==> config.mk <==
export PLATFORM = sky130hd
export DESIGN_NAME = lfsr_pattern_gen
export DESIGN_NICKNAME = d
export VERILOG_FILES = /design/src/rtl/bist_pkg.sv /design/src/rtl/lfsr_galois_step.sv /design/src/rtl/lfsr_pattern_gen.sv
export SDC_FILE = /design/constraint.sdc
export NUM_CORES = 1
export LEC_CHECK = 0
export ABC_AREA = 1
export BUFFER_PORTS_ARGS = -buffer_cell sky130_fd_sc_hd__buf_2
export CORE_ASPECT_RATIO = 2
export CORE_UTILIZATION = 56
export CTS_CLUSTER_SIZE = 12
export DETAILED_ROUTE_END_ITERATION = 8
export HOLD_SLACK_MARGIN = 0.05
export PLACE_DENSITY = 0.81
export SLEW_MARGIN = 10
export SYNTH_ARGS = -nofsm -noshare
export SYNTH_HDL_FRONTEND = slang
export SYNTH_SLANG_ARGS = --single-unit
==> constraint.sdc <==
create_clock -name clk -period 2.31 [get_ports clk]
set_input_delay 0.3465 -clock clk [delete_from_list [all_inputs] [get_ports clk]]
set_output_delay 0.3465 -clock clk [all_outputs]
set_load 0.01 [all_outputs]
==> src/rtl/bist_pkg.sv <==
// -----------------------------------------------------------------------------
// bist_pkg
// Shared definitions for the BIST path: the pattern generator, the signature
// analyser and the BIST controller all use the same FSM state encoding and
// default widths.
//   LFSR_N_DEFAULT  default LFSR width
//   CNT_W_DEFAULT   default width of the bit-count register
//   bist_state_t    IDLE -> LOAD -> RUN -> DONE -> IDLE
// -----------------------------------------------------------------------------
package bist_pkg;

    localparam int LFSR_N_DEFAULT = 8;
    localparam int CNT_W_DEFAULT  = 16;

    localparam logic [1:0] ST_IDLE_ENC = 2'd0;
    localparam logic [1:0] ST_LOAD_ENC = 2'd1;
    localparam logic [1:0] ST_RUN_ENC  = 2'd2;
    localparam logic [1:0] ST_DONE_ENC = 2'd3;

    typedef enum logic [1:0] {
        ST_IDLE = ST_IDLE_ENC,
        ST_LOAD = ST_LOAD_ENC,
        ST_RUN  = ST_RUN_ENC,
        ST_DONE = ST_DONE_ENC
    } bist_state_t;

endpackage

==> src/rtl/lfsr_galois_step.sv <==
// -----------------------------------------------------------------------------
// lfsr_galois_step
// Combinational single step of a right-shifting Galois LFSR. Bit 0 is the
// output bit; it is fed back into bit N-1 and XORed into every bit whose tap
// is set in poly.
// Ports:
//   state       in  N  current LFSR state
//   poly        in  N  feedback taps (bit N-1 is implicit, always fed back)
//   next_state  out N  state after one shift
// -----------------------------------------------------------------------------
module lfsr_galois_step #(
    parameter int N = 8
) (
    input  logic [N-1:0] state,
    input  logic [N-1:0] poly,
    output logic [N-1:0] next_state
);

    // The top tap carries no information: feedback always enters bit N-1.
    logic unused_poly_msb;
    assign unused_poly_msb = poly[N-1];

    assign next_state[N-1] = state[0];

    generate
        for (genvar gi = 0; gi < N - 1; gi++) begin : g_tap
            assign next_state[gi] = (state[0] & poly[gi]) ^ state[gi+1];
        end
    endgenerate

endmodule

==> src/rtl/lfsr_pattern_gen.sv <==
// -----------------------------------------------------------------------------
// lfsr_pattern_gen
// Serial pseudo-random BIST stimulus generator. A Galois LFSR with run-time
// polynomial and seed emits a bounded serial stream (num_bits bits) under a
// start/done handshake. hold stalls the stream without losing state.
// Optional feature macro: ZERO_SEED_GUARD_EN -- a zero seed is replaced by 1
// at load time and the sticky seed_err output is raised.
// Ports:
//   clk         in   1      clock
//   rst         in   1      asynchronous active-high reset
//   start       in   1      begin a run (sampled in IDLE only)
//   poly        in   N      feedback taps, latched on accepted start
//   seed        in   N      initial LFSR state, latched on accepted start
//   num_bits    in   CNT_W  run length, latched on accepted start
//   hold        in   1      stall the stream while high in RUN
//   sout        out  1      serial stimulus bit (lfsr[0])
//   sout_valid  out  1      sout carries a live bit this cycle
//   pattern     out  N      current LFSR state
//   busy        out  1      high in LOAD and RUN
//   done        out  1      one-cycle end-of-run pulse
//   bits_sent   out  CNT_W  bits emitted in the current/last run
//   seed_err    out  1      (guard build only) zero seed was replaced
// -----------------------------------------------------------------------------
module lfsr_pattern_gen
    import bist_pkg::*;
#(
    parameter int N     = LFSR_N_DEFAULT,
    parameter int CNT_W = CNT_W_DEFAULT
) (
    input  logic             clk,
    input  logic             rst,
    input  logic             start,
    input  logic [N-1:0]     poly,
    input  logic [N-1:0]     seed,
    input  logic [CNT_W-1:0] num_bits,
    input  logic             hold,
    output logic             sout,
    output logic             sout_valid,
    output logic [N-1:0]     pattern,
    output logic             busy,
    output logic             done,
    output logic [CNT_W-1:0] bits_sent
`ifdef ZERO_SEED_GUARD_EN
    ,
    output logic             seed_err
`endif
);

    bist_state_t      state_reg;
    logic [N-1:0]     lfsr_reg;
    logic [N-1:0]     lfsr_next;
    logic [N-1:0]     poly_reg;
    logic [N-1:0]     seed_reg;
    logic [CNT_W-1:0] cnt_reg;
    logic [CNT_W-1:0] bits_sent_reg;
    logic             shift_en;
`ifdef ZERO_SEED_GUARD_EN
    logic             seed_err_reg;
`endif

    lfsr_galois_step #(
        .N (N)
    ) u_step (
        .state      (lfsr_reg),
        .poly       (poly_reg),
        .next_state (lfsr_next)
    );

    // A bit is consumed on every RUN cycle that is not stalled.
    assign shift_en = (state_reg == ST_RUN) && !hold;

    always_ff @(posedge clk or posedge rst) begin
        if (rst) begin
            state_reg     <= ST_IDLE;
            lfsr_reg      <= '0;
            poly_reg      <= '0;
            seed_reg      <= '0;
            cnt_reg       <= '0;
            bits_sent_reg <= '0;
`ifdef ZERO_SEED_GUARD_EN
            seed_err_reg  <= 1'b0;
`endif
        end else begin
            case (state_reg)
                ST_IDLE: begin
                    if (start) begin
                        poly_reg      <= poly;
                        seed_reg      <= seed;
                        cnt_reg       <= num_bits;
                        bits_sent_reg <= '0;
`ifdef ZERO_SEED_GUARD_EN
                        seed_err_reg  <= 1'b0;
`endif
                        state_reg     <= ST_LOAD;
                    end
                end
                ST_LOAD: begin
`ifdef ZERO_SEED_GUARD_EN
                    // An all-zero state would lock up; substitute 1 and flag it.
                    if (seed_reg == '0) begin
                        lfsr_reg     <= N'(1);
                        seed_err_reg <= 1'b1;
                    end else begin
                        lfsr_reg     <= seed_reg;
                    end
`else
                    lfsr_reg <= seed_reg;
`endif
                    state_reg <= (cnt_reg == '0) ? ST_DONE : ST_RUN;
                end
                ST_RUN: begin
                    if (shift_en) begin
                        lfsr_reg      <= lfsr_next;
                        bits_sent_reg <= bits_sent_reg + CNT_W'(1);
                        // cnt_reg is non-zero here, so the subtraction cannot wrap.
                        if (bits_sent_reg == cnt_reg - CNT_W'(1)) begin
                            state_reg <= ST_DONE;
                        end
                    end
                end
                ST_DONE: begin
                    state_reg <= ST_IDLE;
                end
                default: begin
                    state_reg <= ST_IDLE;
                end
            endcase
        end
    end

    assign sout       = lfsr_reg[0];
    assign sout_valid = shift_en;
    assign pattern    = lfsr_reg;
    assign busy       = (state_reg == ST_LOAD) || (state_reg == ST_RUN);
    assign done       = (state_reg == ST_DONE);
    assign bits_sent  = bits_sent_reg;
`ifdef ZERO_SEED_GUARD_EN
    assign seed_err   = seed_err_reg;
`endif

endmodule

* After elaboration in Yosys (flattened, before gate mapping)
Index checks and enable logic that the tools add are counted.
** Operators by class
- $add $sub $neg :: 2
- Bitwise gates (word level) :: 14
- Equal/unequal tests :: 7
- Reductions and logical operators :: 11
- Mux-type cells :: 10
** Operators with widths (count)
- $mux 16 :: 2
- $pmux 16 s2 :: 1
- $add 16x1->16 const B :: 1
- $eq 16x16->1 :: 1
- $logic_not 16->1 :: 1
- $pmux 8 s2 :: 1
- $sub 16x1->16 const B :: 1
- $mux 8 :: 1
- $pmux 2 s4 :: 1
- $and 1x1->1 :: 7
- $xor 1x1->1 :: 7
- $mux 2 :: 3
- $reduce_and 3->1 :: 2
- $eq 2x2->1 const B :: 2
- $ne 2x2->1 const B :: 2
- $reduce_and 2->1 :: 2
- $reduce_bool 2->1 :: 2
- $eq 2x1->1 const B :: 1
- $logic_not 2->1 :: 1
- $ne 2x1->1 const B :: 1
- $logic_and 1x1->1 :: 1
- $logic_not 1->1 :: 1
- $logic_or 1x1->1 :: 1
- $mux 1 :: 1
** Word-level totals
- Register bits after elaboration :: 57
- Logic and storage cells :: 50
- Input port bits :: 36
- Output and inout bits :: 28

* Logic depth before layout (Yosys ltp)
Gate-level depths: netlist of run 1.
- Depth after elaboration :: 5
- Gate-level depth with buffers :: 16
- Gate-level depth less buffers :: 16

* Hierarchy
From an unflattened synthesis of run 1, not the netlist that was laid out.
** Second synthesis, totals
- Cells, all modules :: 484
- Area total of the unflattened synthesis :: 3427.0 µm²
** Modules (own cells, without submodules)
- lfsr_pattern_gen :: cells each 447, area each 3268.1 µm², seq. area each 1451.4 µm², instances 1
- lfsr_galois_step :: cells each 37, area each 158.9 µm², seq. area each 0.0 µm², instances 1

* Worst setup path before layout of run 1
OpenSTA, ideal clock, no wires.
- Path kind :: register -> register
- Start :: reg state_reg[0]
- End :: reg bits_sent_reg[15] (netlist: bits_sent[15])
- Data arrival time :: 1.707 ns
- Library setup time :: 0.133 ns
- Buffers on the path :: 1
- Period minus slack after synthesis :: 1.841 ns
- Data required time :: 2.177 ns
- Stages on the path, launching flop included :: 12
- Setup slack :: 0.469 ns
- Cell sequence :: dfrtp_1 > inv_1 > ha_1 > buf_4 > a21oi_4 > o21ai_2 > nor2_4 > nand3_2 > nor2_4 > nand3_2 > xor2_1 > nor2_1
** On the way
- Cells in the longest elaborated chain, start to end :: 4
- Elaborated cells between the ends (all ways) :: 8
- Classes of those cells :: eq/ne: 3; mux: 1; reduce/logical: 4
** RTL lines
- from (decl) :: RTL line lfsr_pattern_gen.sv:49 : bist_state_t state_reg;
- from (signal assigned) :: RTL line lfsr_pattern_gen.sv:109 : state_reg <= (cnt_reg == '0) ? ST_DONE : ST_RUN;
- $eq 2x2->1 :: RTL line lfsr_pattern_gen.sv:70, lfsr_pattern_gen.sv:84
- $logic_and 1x1->1 :: RTL line lfsr_pattern_gen.sv:70 : assign shift_en = (state_reg == ST_RUN) && !hold;
- $ne 2x2->1 (no source line)
- $reduce_and 3->1 (no source line)
- to (signal assigned) :: RTL line lfsr_pattern_gen.sv:114 : bits_sent_reg <= bits_sent_reg + CNT_W'(1);
- to (decl) :: RTL line lfsr_pattern_gen.sv:55 : logic [CNT_W-1:0] bits_sent_reg;
Several ways; a longest one is shown, not always the timed one.
A chain may end at the register's enable or synchronous reset.

* Worst setup path in the final report of run 1
- Start :: reg state_reg[0]
- End :: out sout_valid
** On the way
- Cells in the longest elaborated chain, start to end :: 2
** RTL lines
- $eq 2x2->1 :: RTL line lfsr_pattern_gen.sv:70
- $logic_and 1x1->1 :: RTL line lfsr_pattern_gen.sv:70
- to (decl) :: RTL line lfsr_pattern_gen.sv:38 : output logic sout_valid,
Every way passes these cells.

==> results of run 1 <==
[final cells by class]
type                            instances  area (um^2)
Inverter                               64          244
Clock inverter                          4         20.0
Multi-Input combinational cell        328         1660
Clock buffer                           11          243
Sequential cell                        57         1430
Timing Repair Buffer                   70          395
Fill cell                             476         1690
Tap cell                               61         76.3
[kinds of logic (layout without fill, tap and decap cells)]
| kind of cell | count (synthesis) | count (layout) | synth area share (%) |
|---|---|---|---|
| AO/OA/AOI/OAI | 66 | 66 | 10.7 |
| XOR/XNOR | 16 | 16 | 4.15 |
| adder cells (fa/ha/maj) | 7 | 7 | 2.60 |
| buffers and inverters | 75 | 149 | 8.61 |
| flip-flops | 57 | 57 | 42.3 |
| AND/OR/NAND/NOR | 239 | 239 | 31.7 |
[path summary, 6_finish.rpt]
path / slack [ns] / to / cells past startpoint / start
min: 0.07 / pattern[7]$_DFFE_PP0P_ / 2 / rst
min reg2reg: 0.48 / poly_reg[4]$_DFFE_PP0P_ / 2 / poly_reg[4]$_DFFE_PP0P_
max in group asynchronous: 1.66 / cnt_reg[10]$_DFFE_PP0P_ / 3 / rst
min in group clk: 0.20 / poly_reg[6]$_DFFE_PP0P_ / 3 / poly[6]
max: 0.17 / sout_valid / 5 / state_reg[0]$_DFFE_PP0P_
max reg2reg: 0.22 / bits_sent[15]$_DFFE_PP0P_ / 12 / state_reg[1]$_DFFE_PP0P_
[layout by cell type, fill, tap and decap left out, types with 4 or more instances in the layout]
cell and count:
a21oi_1 17, buf_2 62, buf_4 6, clkbuf_16 9, clkinv_2 4, dfrtp_1 57, ha_1 6, inv_1 57
inv_2 6, nand2_1 151, nand3_1 26, nand4_1 4, nor2_1 30, nor2_2 6, nor2_4 5, nor3_1 6
o21ai_0 40, xnor2_1 4, xor2_1 12
[metal layers]
metal | vias to the layer above | track usage [%]
met5 | - | 0
met3 | 24 | 6.04
li1 | 1585 | -
met4 | 0 | 19.3
met2 | 87 | 54.7
met1 | 1512 | 28.2
[metrics by stage]
stage | hold slack [ns] | total power [mW] | utilization [%] | setup slack [ns]
after global placement | 0.442 | 3.90 | 65.4 | 0.187
after CTS | 0.0919 | 5.23 | 70.0 | 0.0895
after detailed placement | 0.451 | 4.00 | 65.4 | 0.133
after floorplan | 0.449 | 3.35 | - | 0.469
after global routing | 0.124 | 5.70 | 70.6 | 0.0318
final | 0.0718 | 5.29 | 70.6 | 0.172
[power groups by stage]
stage | Combinational, mW | Clock (mW) | Sequential (mW)
finish | 2.37 | 1.19 | 1.72
global route | 2.69 | 1.24 | 1.77
global placement | 2.19 | 0 | 1.71
floorplan | 1.68 | 0 | 1.67
CTS | 2.31 | 1.20 | 1.72
detailed placement | 2.27 | 0 | 1.72
[repair_timing]
action / in CTS / in global routing
endpoints found under the setup margin: 1 / 3
buffers inserted: 0 / 4
gates resized for setup: 1 / 1
==> run summary, run 1 <==
Count leader, synth = nand2_1
Core region area = 0.00576 mm^2
Synth-to-Final Area Change = 20.5%
DR top layer = met4
DRT Pass-1 Iters = 6
Final nets = 573
Initial Util = 58.6%
Routed WL per cell = 14.3 um
Worst setup EP type = output port
Leak Pwr = 2.17 nW
Sequential element share of the synthesized area = 42.3%
Synth cell count leaders = nand2_1, inv_1, dfrtp_1, o21ai_0, nor2_1
Placed cell area = 0.00376 mm^2
Crit start category = register
Clk root buf = clkbuf_16
Synth Net Count = 503
Clk slew on worst S/H paths = 0.05 ns
CP Data Arrival Time = 1.79 ns
Clk pwr share = 22.6%
Via-per-instance ratio = 5.39
Dpl cells = 576
Failing checks = design-rule violations
Final Cell Area = 0.00406 mm^2
Syn. warnings = 0
Buf+Inv Stages, Crit Path = 3
Post-Layout Cell Count = 595
Endpoints failing hold = 0
Post-route minimum period = 2.14 ns
Yosys reg bits = 57
Worst path slowest cell = dfrtp_1
Drt first-iter violations = 124
Setup violators final = 0
Clk_skew = 0.00575 ns
# DRC = 8
Vias in the first global route = 3244
PD cells = 1300 mW/mm^2
FFs w/ async S/R, synth = 100%
Sw Pwr = 2.32 mW
Die H = 112 um
Reg power frac = 32.6%
Leading post-synthesis cells by cell area = dfrtp_1, nand2_1, inv_1
Share of layout cells above drive strength 1 = 21.2%
EDFF count, synth = 0
Vias = 3208
Tcrit/Tclk final = 92.5%
Worst Path Required = 1.96 ns
Max-slew violations = 0
RSZ-0062 raised after global routing = false
Total track usage = 29.6%
Comb pwr share = 44.8%
Syn Area/Cell = 7.33 um^2
Netlist cell types = 33
Post-route ant nets = 0
Status = finished with violations
Top FF cell, synth = dfrtp_1
Crit Path Max Fanout = 9
Diode count = 0
Worst slew margin = 60.9%
Max Freq = 468 MHz
Synth Cell Area = 0.00337 mm^2
# rows = 39
Max Cap Viol = 0
Sink Count = 57
Final WL = 8490 um
Slowest stage delay, CP = 0.40 ns
Share of the synthesized area in the top cell type = 42.3%
Synth area leader = dfrtp_1
Setup TNS = 0 ns
GR Overflow Total = 0
Longest Clk Path Bufs = 2
Die width = 56.9 um
Met2 WL = 4680 um
First-pass GRT wire length = 14100 um
CP Cell Sequence = inv_1 > ha_2 > clkinvlp_4 > nor2_1 > buf_2
Hpwl dp = 6180 um
H-tree depth = 3
Pin count of the biggest net entering global routing = 51
Die Area = 0.00636 mm^2
Int Power = 2.97 mW
Clock Latency Late Sink = 0.34 ns
CTS tree = yes
Buffers on Ports = 62
Actual slew at the worst max-slew pin = 0.586 ns
# hold bufs at CTS = 0
Post-Route M1 WL = 3150 um
WS Path Type = reg -> out
Worst VDD drop = 0.772 mV
Crit path max-delay family = buffers and inverters
I/O Pins = 64
Worst hold path class = in -> async
Met3 WL = 295 um
Gpl congestion = 0.865
Num CTS Buffers = 9
Mapped Cells = 460
Antenna violations before repair = 0
Switching share of power = 43.8%
Power figures use the tool's default switching activity.
==> run 2: changes to the inputs <==
- REMOVE_ABC_BUFFERS: default -> 1
- SLEW_MARGIN: 10 -> default
==> run 2 against run 1 <==
Net effect:
- the run still ends with design-rule violations left
- highest routed layer unchanged
- clock skew is 0.00051 ns higher
- largest cell class unchanged
- critical path type is now reg -> reg
- largest power group unchanged
- register-to-register slack hardly changed
- worst setup slack better by 0.058 ns
==> run summary, run 2 (synthesis results as in run 1) <==
Status = finished with violations
Failing checks = design-rule violations
# DRC = 4 (-4)
CTS resizes = 0 (-1)
Crit Path Max Fanout = 6 (-3)
R2R Setup Slk = 0.23 ns (about the same)
Via-per-instance ratio = 5.38 (-0.30%)
Clk pwr share = 22.7% (about the same)
FF/Latch Area = 0.00143 mm^2 (about the same)
Most frequent cells in the layout = nand2_1, buf_2, inv_1
Comb pwr share = 44.3% (-0.5 points)
Crit. Startpoint = state_reg[1]$_DFFE_PP0P_
I/O Pins = 64 (unchanged)
Total Power = 5.23 mW (-1.0%)
Actual slew at the worst max-slew pin = 0.550 ns (-0.0356 ns)
Int Power = 2.93 mW (-1.4%)
CP Data Arrival Time = 2.30 ns (+0.51 ns)
Buf+Inv Stages, Crit Path = 2 (-1)
CP Cell Sequence = inv_1 > ha_1 > inv_1 > nor2_1 > a21oi_4 > o21ai_2 > nor2_4 > nand3_2 > nor2_4 > nand3_2 > xor2_1 > nor2_1
Vias = 3209 (+0.031%)
Multi-input gate area = 0.00166 mm^2 (unchanged)
Worst reg-to-reg path cell count = 12 (unchanged)
Post-route minimum period = 2.08 ns (-0.0583 ns)
Clk_skew = 0.00625 ns (+0.000506 ns)
Endpoints failing hold = 0 (unchanged)
Setup TNS = 0 ns (unchanged)
Crit start category = register
Slowest stage delay, CP = 0.42 ns (+0.02 ns)
Post-Layout Cell Count = 597 (+0.34%)
Reg power frac = 33.1% (+0.5 points)
Share of layout cells above drive strength 1 = 21.5% (+0.29 points)
Tcrit/Tclk final = 90.0% (-2.5 points)
Worst hold path class = in -> async
Sw Pwr = 2.30 mW (-0.61%)
Buffers on Ports = 62 (unchanged)
Fill cells = 487 (+2.3%)
Initial Util = 58.6% (unchanged)
WS Path Type = reg -> reg
Die H = 112 um (unchanged)
Leak Pwr = 2.16 nW (-0.40%)
Worst Path Required = 2.53 ns (+0.57 ns)
Die Area = 0.00636 mm^2 (unchanged)
PD cells = 1290 mW/mm^2 (-0.58%)
Worst VDD drop = 0.770 mV (-0.19%)
Gpl congestion = 0.883 (+2.0%)
CTS tree = yes
Dpl cells = 581 (+0.87%)
Drt first-iter violations = 152 (+23%)
Vias in the first global route = 3191 (-1.6%)
Critical path capture point = bits_sent[15]$_DFFE_PP0P_
Diode count = 0 (unchanged)
Clock Latency Late Sink = 0.34 ns (about the same)
Pin count of the biggest net entering global routing = 37 (-27%)
Die width = 56.9 um (unchanged)
Synth-to-Final Area Change = 19.9%
Clk root buf = clkbuf_16
Clk slew on worst S/H paths = 0.05 ns (about the same)
Total track usage = 29.3% (-0.32 points)
Max Cap Viol = 0 (unchanged)
Reg-to-reg startpoint = state_reg[1]$_DFFE_PP0P_
Worst path depth = 12 (+7)
Num CTS Buffers = 9 (unchanged)
RSZ-0062 raised after global routing = false
Max-slew violations = 0 (unchanged)
# rows = 39 (unchanged)
Final WL = 8440 um (-0.58%)
Antenna violations before repair = 0 (unchanged)
Core region area = 0.00576 mm^2 (unchanged)
Hpwl dp = 6510 um (+5.4%)
Most common cell after layout, fill and taps aside = nand2_1
Sink Count = 57 (unchanged)
Crit path max-delay family = simple AND/OR/NAND/NOR gates
Worst slew margin = 63.3% (+2.4 points)
RR Endpoint = bits_sent[15]$_DFFE_PP0P_
# hold bufs at CTS = 0 (unchanged)
Final nets = 574 (+0.17%)
Longest Clk Path Bufs = 2 (unchanged)
DRT Pass-1 Iters = 6 (unchanged)
Post-CTS setup repair buffer count = 0 (unchanged)
Switching share of power = 44.0% (+0.19 points)
Post-route ant nets = 0 (unchanged)
Worst setup EP type = register
Worst path slowest cell = dfrtp_1
Routed WL per cell = 14.1 um (-0.91%)
First-pass GRT wire length = 14200 um (+0.29%)
H-tree depth = 3 (unchanged)
GR Overflow Total = 0 (unchanged)
Max Freq = 481 MHz (+2.8%)
Setup violators final = 0 (unchanged)
run 2: changes by cell type in the layout (fill, tap and decap cells not counted), sizes merged:
cell,change
buf,+1
inv,+1
clkbuf,-1
clkinvlp,+1
run 2: cell type report:
| cell class | count | area share, % |
|---|---|---|
| multi-input cells | 328 | 41.0 |
| inverters | 64 | 5.94 |
| well taps | 61 | 1.89 |
| clock inverters | 6 | 0.866 |
| repair buffers | 71 | 9.34 |
| flip-flops and latches | 57 | 35.3 |
| clock buffers | 10 | 5.66 |
run 2: worst min-delay path by stage:
stage                                   end  slack, ns  depth (start not counted)                    start
floorplan           poly_reg[0]$_DFFE_PP0P_       0.45                          2  poly_reg[0]$_DFFE_PP0P_
global placement    seed_reg[3]$_DFFE_PP0P_       0.41                          2                      rst
detailed placement   cnt_reg[1]$_DFFE_PP0P_       0.43                          2                      rst
CTS                  cnt_reg[1]$_DFFE_PP0P_       0.07                          2                      rst
global route         cnt_reg[1]$_DFFE_PP0P_       0.12                          2                      rst
finish               cnt_reg[1]$_DFFE_PP0P_       0.05                          2                      rst
run 2: per-layer routing:
layer | global-route usage [%] | wire length (um) | vias up
met2 | 55.2 | 4760 | 95
met1 | 29.0 | 3010 | 1501
li1 | - | - | 1585
met5 | 0 | 0 | -
met4 | 14.6 | 317 | 0
met3 | 5.92 | 351 | 28
run 2: stage by stage:
| step | hold slack (ns) | util (%) | worst slack [ns] | area (um^2) |
|---|---|---|---|---|
| finish | 0.0535 | 70.3 | 0.231 | 4050 |
| CTS | 0.0727 | 70.2 | 0.0754 | 4040 |
| global placement | 0.411 | 65.6 | 0.240 | 3780 |
| global route | 0.118 | 70.3 | 0.0130 | 4050 |
| floorplan | 0.449 | - | 0.369 | 3320 |
| detailed placement | 0.426 | 65.6 | 0.166 | 3780 |
run 2: power groups by stage:
stage          Sequential [mW]  Clock, mW  Combinational (mW)
2_1_floorplan             1.69          0                1.62
3_3_place_gp              1.72          0                2.22
3_5_place_dp              1.74          0                2.30
4_1_cts                   1.73       1.20                2.32
5_1_grt                   1.78       1.23                2.63
6_report                  1.73       1.19                2.32
==> run 3: changes to the inputs <==
- CORE_UTILIZATION: 56 -> 35
- PLACE_DENSITY: 0.81 -> default
==> run 3 against run 2 <==
Net effect:
- the flow now finishes without violations
- register-to-register slack about the same
- clock skew grew 0.00098 ns
- die area rose by 58%
- combinational power hardly changed
- largest cell class unchanged
- critical path type is now reg -> out
- maximum frequency decreased by 1.6%
- worst setup slack got worse by 0.034 ns
- wire length is 3.7% higher
- clock power is 29% higher
- count of clock-buffer cells in the layout fell by 1
- largest power group unchanged
==> run summary, run 3 (synthesis results as in run 1) <==
Worst slew margin = 72.5% (+9.2 points)
Clk root buf = clkbuf_16
Post-route ant nets = 0 (unchanged)
Clock Latency Late Sink = 0.33 ns (about the same)
Final WL = 8750 um (+3.7%)
Slowest stage delay, CP = 0.42 ns (about the same)
Die Area = 0.0101 mm^2 (+58%)
Endpoints failing hold = 0 (unchanged)
Buffers on Ports = 62 (unchanged)
Worst hold path class = in -> reg
Post-Route Utilization = 44.8% (-25 points)
Vias = 3110 (-3.1%)
# DRC = 0 (-4)
Worst path slowest cell = dfrtp_1
CP Cell Sequence = inv_1 > ha_1 > buf_4 > inv_1 > nor2_2 > buf_2
Longest Clk Path Bufs = 2 (unchanged)
Gpl congestion = 0.922 (+4.4%)
First-pass GRT wire length = 14700 um (+3.7%)
Num CTS Buffers = 9 (unchanged)
GR Overflow Total = 0 (unchanged)
Diode count = 0 (unchanged)
Crit Path Max Fanout = 8 (+2)
Fill cells = 972 (+100%)
Most frequent cells in the layout = nand2_1, buf_2, inv_1
Core region area = 0.00938 mm^2 (+63%)
Drt first-iter violations = 109 (-28%)
PD cells = 1330 mW/mm^2 (+3.0%)
Die H = 141 um (+26%)
Clk_skew = 0.00723 ns (+0.000977 ns)
Setup TNS = 0 ns (unchanged)
Initial Util = 35.9% (-23 points)
Synth-to-Final Area Change = 24.7%
Hpwl dp = 6900 um (+6.1%)
H-tree depth = 3 (unchanged)
Tcrit/Tclk final = 91.5% (+1.5 points)
RSZ-0062 raised after global routing = false
CTS tree = yes
Max-slew violations = 0 (unchanged)
Cell repeated most along the worst path = inv_1
Worst setup EP type = output port
Worst Path Required = 1.96 ns (-0.57 ns)
Worst VDD drop = 0.697 mV (-9.5%)
Total track usage = 19.2% (-10 points)
Pin count of the biggest net entering global routing = 41 (+11%)
Actual slew at the worst max-slew pin = 0.413 ns (-0.138 ns)
Most common cell after layout, fill and taps aside = nand2_1
Leak Pwr = 2.21 nW (+2.2%)
Final nets = 575 (+0.17%)
Sink Count = 57 (unchanged)
Share of layout cells above drive strength 1 = 21.4% (-0.040 points)
DRT Pass-1 Iters = 6 (unchanged)
Total Power = 5.61 mW (+7.2%)
# rows = 50 (+28%)
Crit start category = register
Post-route minimum period = 2.11 ns (+0.0345 ns)
Clk slew on worst S/H paths = 0.06 ns (about the same)
Max Cap Viol = 0 (unchanged)
Via-per-instance ratio = 4.85 (-9.7%)
WS Path Type = reg -> out
Routed WL per cell = 13.7 um (-3.4%)
I/O Pins = 64 (unchanged)
CP Data Arrival Time = 1.77 ns (-0.53 ns)
Antenna violations before repair = 0 (unchanged)
Status = completed
Die width = 71.4 um (+26%)
Max Freq = 473 MHz (-1.6%)
Setup violators final = 0 (unchanged)
Vias in the first global route = 3199 (+0.25%)
[run 3: cell types whose count changed in the layout (fill, tap and decap cells not counted), sizes merged]
cell	delta
bufinv	+3
clkinv	-2
dlygate4sd3	+1
clkbuf	-1
[run 3: layout make-up]
class / count / area (um^2) / share of cell area (%)
multi-input combinational: 328 / 1670 / 39.6
sequential: 57 / 1430 / 33.9
timing repair buffer: 72 / 400 / 9.52
inverter: 64 / 240 / 5.71
clock buffer: 9 / 225 / 5.35
tap: 104 / 130 / 3.09
clock inverter: 7 / 119 / 2.82
[run 3: path summary, 6_finish.rpt]
path	start	end	slack (ns)	cells past startpoint
setup / recovery	state_reg[0]$_DFFE_PP0P_	sout_valid	0.20	6
hold / removal	poly[0]	poly_reg[0]$_DFFE_PP0P_	0.21	3
setup reg to reg	state_reg[0]$_DFFE_PP0P_	bits_sent[14]$_DFFE_PP0P_	0.24	12
hold reg to reg	poly_reg[5]$_DFFE_PP0P_	poly_reg[5]$_DFFE_PP0P_	0.48	2
max in group asynchronous	rst	bits_sent[15]$_DFFE_PP0P_	1.21	4
min in group asynchronous	rst	cnt_reg[2]$_DFFE_PP0P_	0.56	3
[run 3: critical path: cells and delay by family, from the launching register on]
family / cells / cell delay, ns
DFF: 1 / 0.42
and+or+nand+nor: 1 / 0.14
adders and majority gates: 1 / 0.24
buffers and inverters: 4 / 0.63
[run 3: stage by stage]
step                      cells  cell area, um^2  hold WS (ns)  setup WS [ns]
after detailed placement    623             3840         0.370          0.131
after CTS                   640             4190         0.194          0.117
after floorplan             449             3320         0.449          0.369
final                       641             4210         0.206          0.196
after global routing        641             4210         0.205         0.0308
after global placement      623             3840         0.365          0.181
[run 3: routing by layer]
layer / vias up / GRT usage (%) / share of wire [%]
met3: 24 / 4.57 / 3.6
li1: 1585 / - / -
met1: 1435 / 18.6 / 36
met4: 0 / 9.26 / 3.8
met2: 66 / 36.5 / 56
met5: - / 0 / 0
[run 3: power by group]
group,switching (mW),leakage (nW),internal (mW)
Sequential,0.344,0.728,1.38
Clock,0.481,0.162,1.05
Combinational,1.50,1.32,0.854
[run 3: what timing repair did]
item	4_1_cts	5_1_grt
buffers inserted	0	1
hold endpoints to repair	17	0
gates resized for setup	0	2
hold buffers	1	0
setup endpoints to repair	0	3
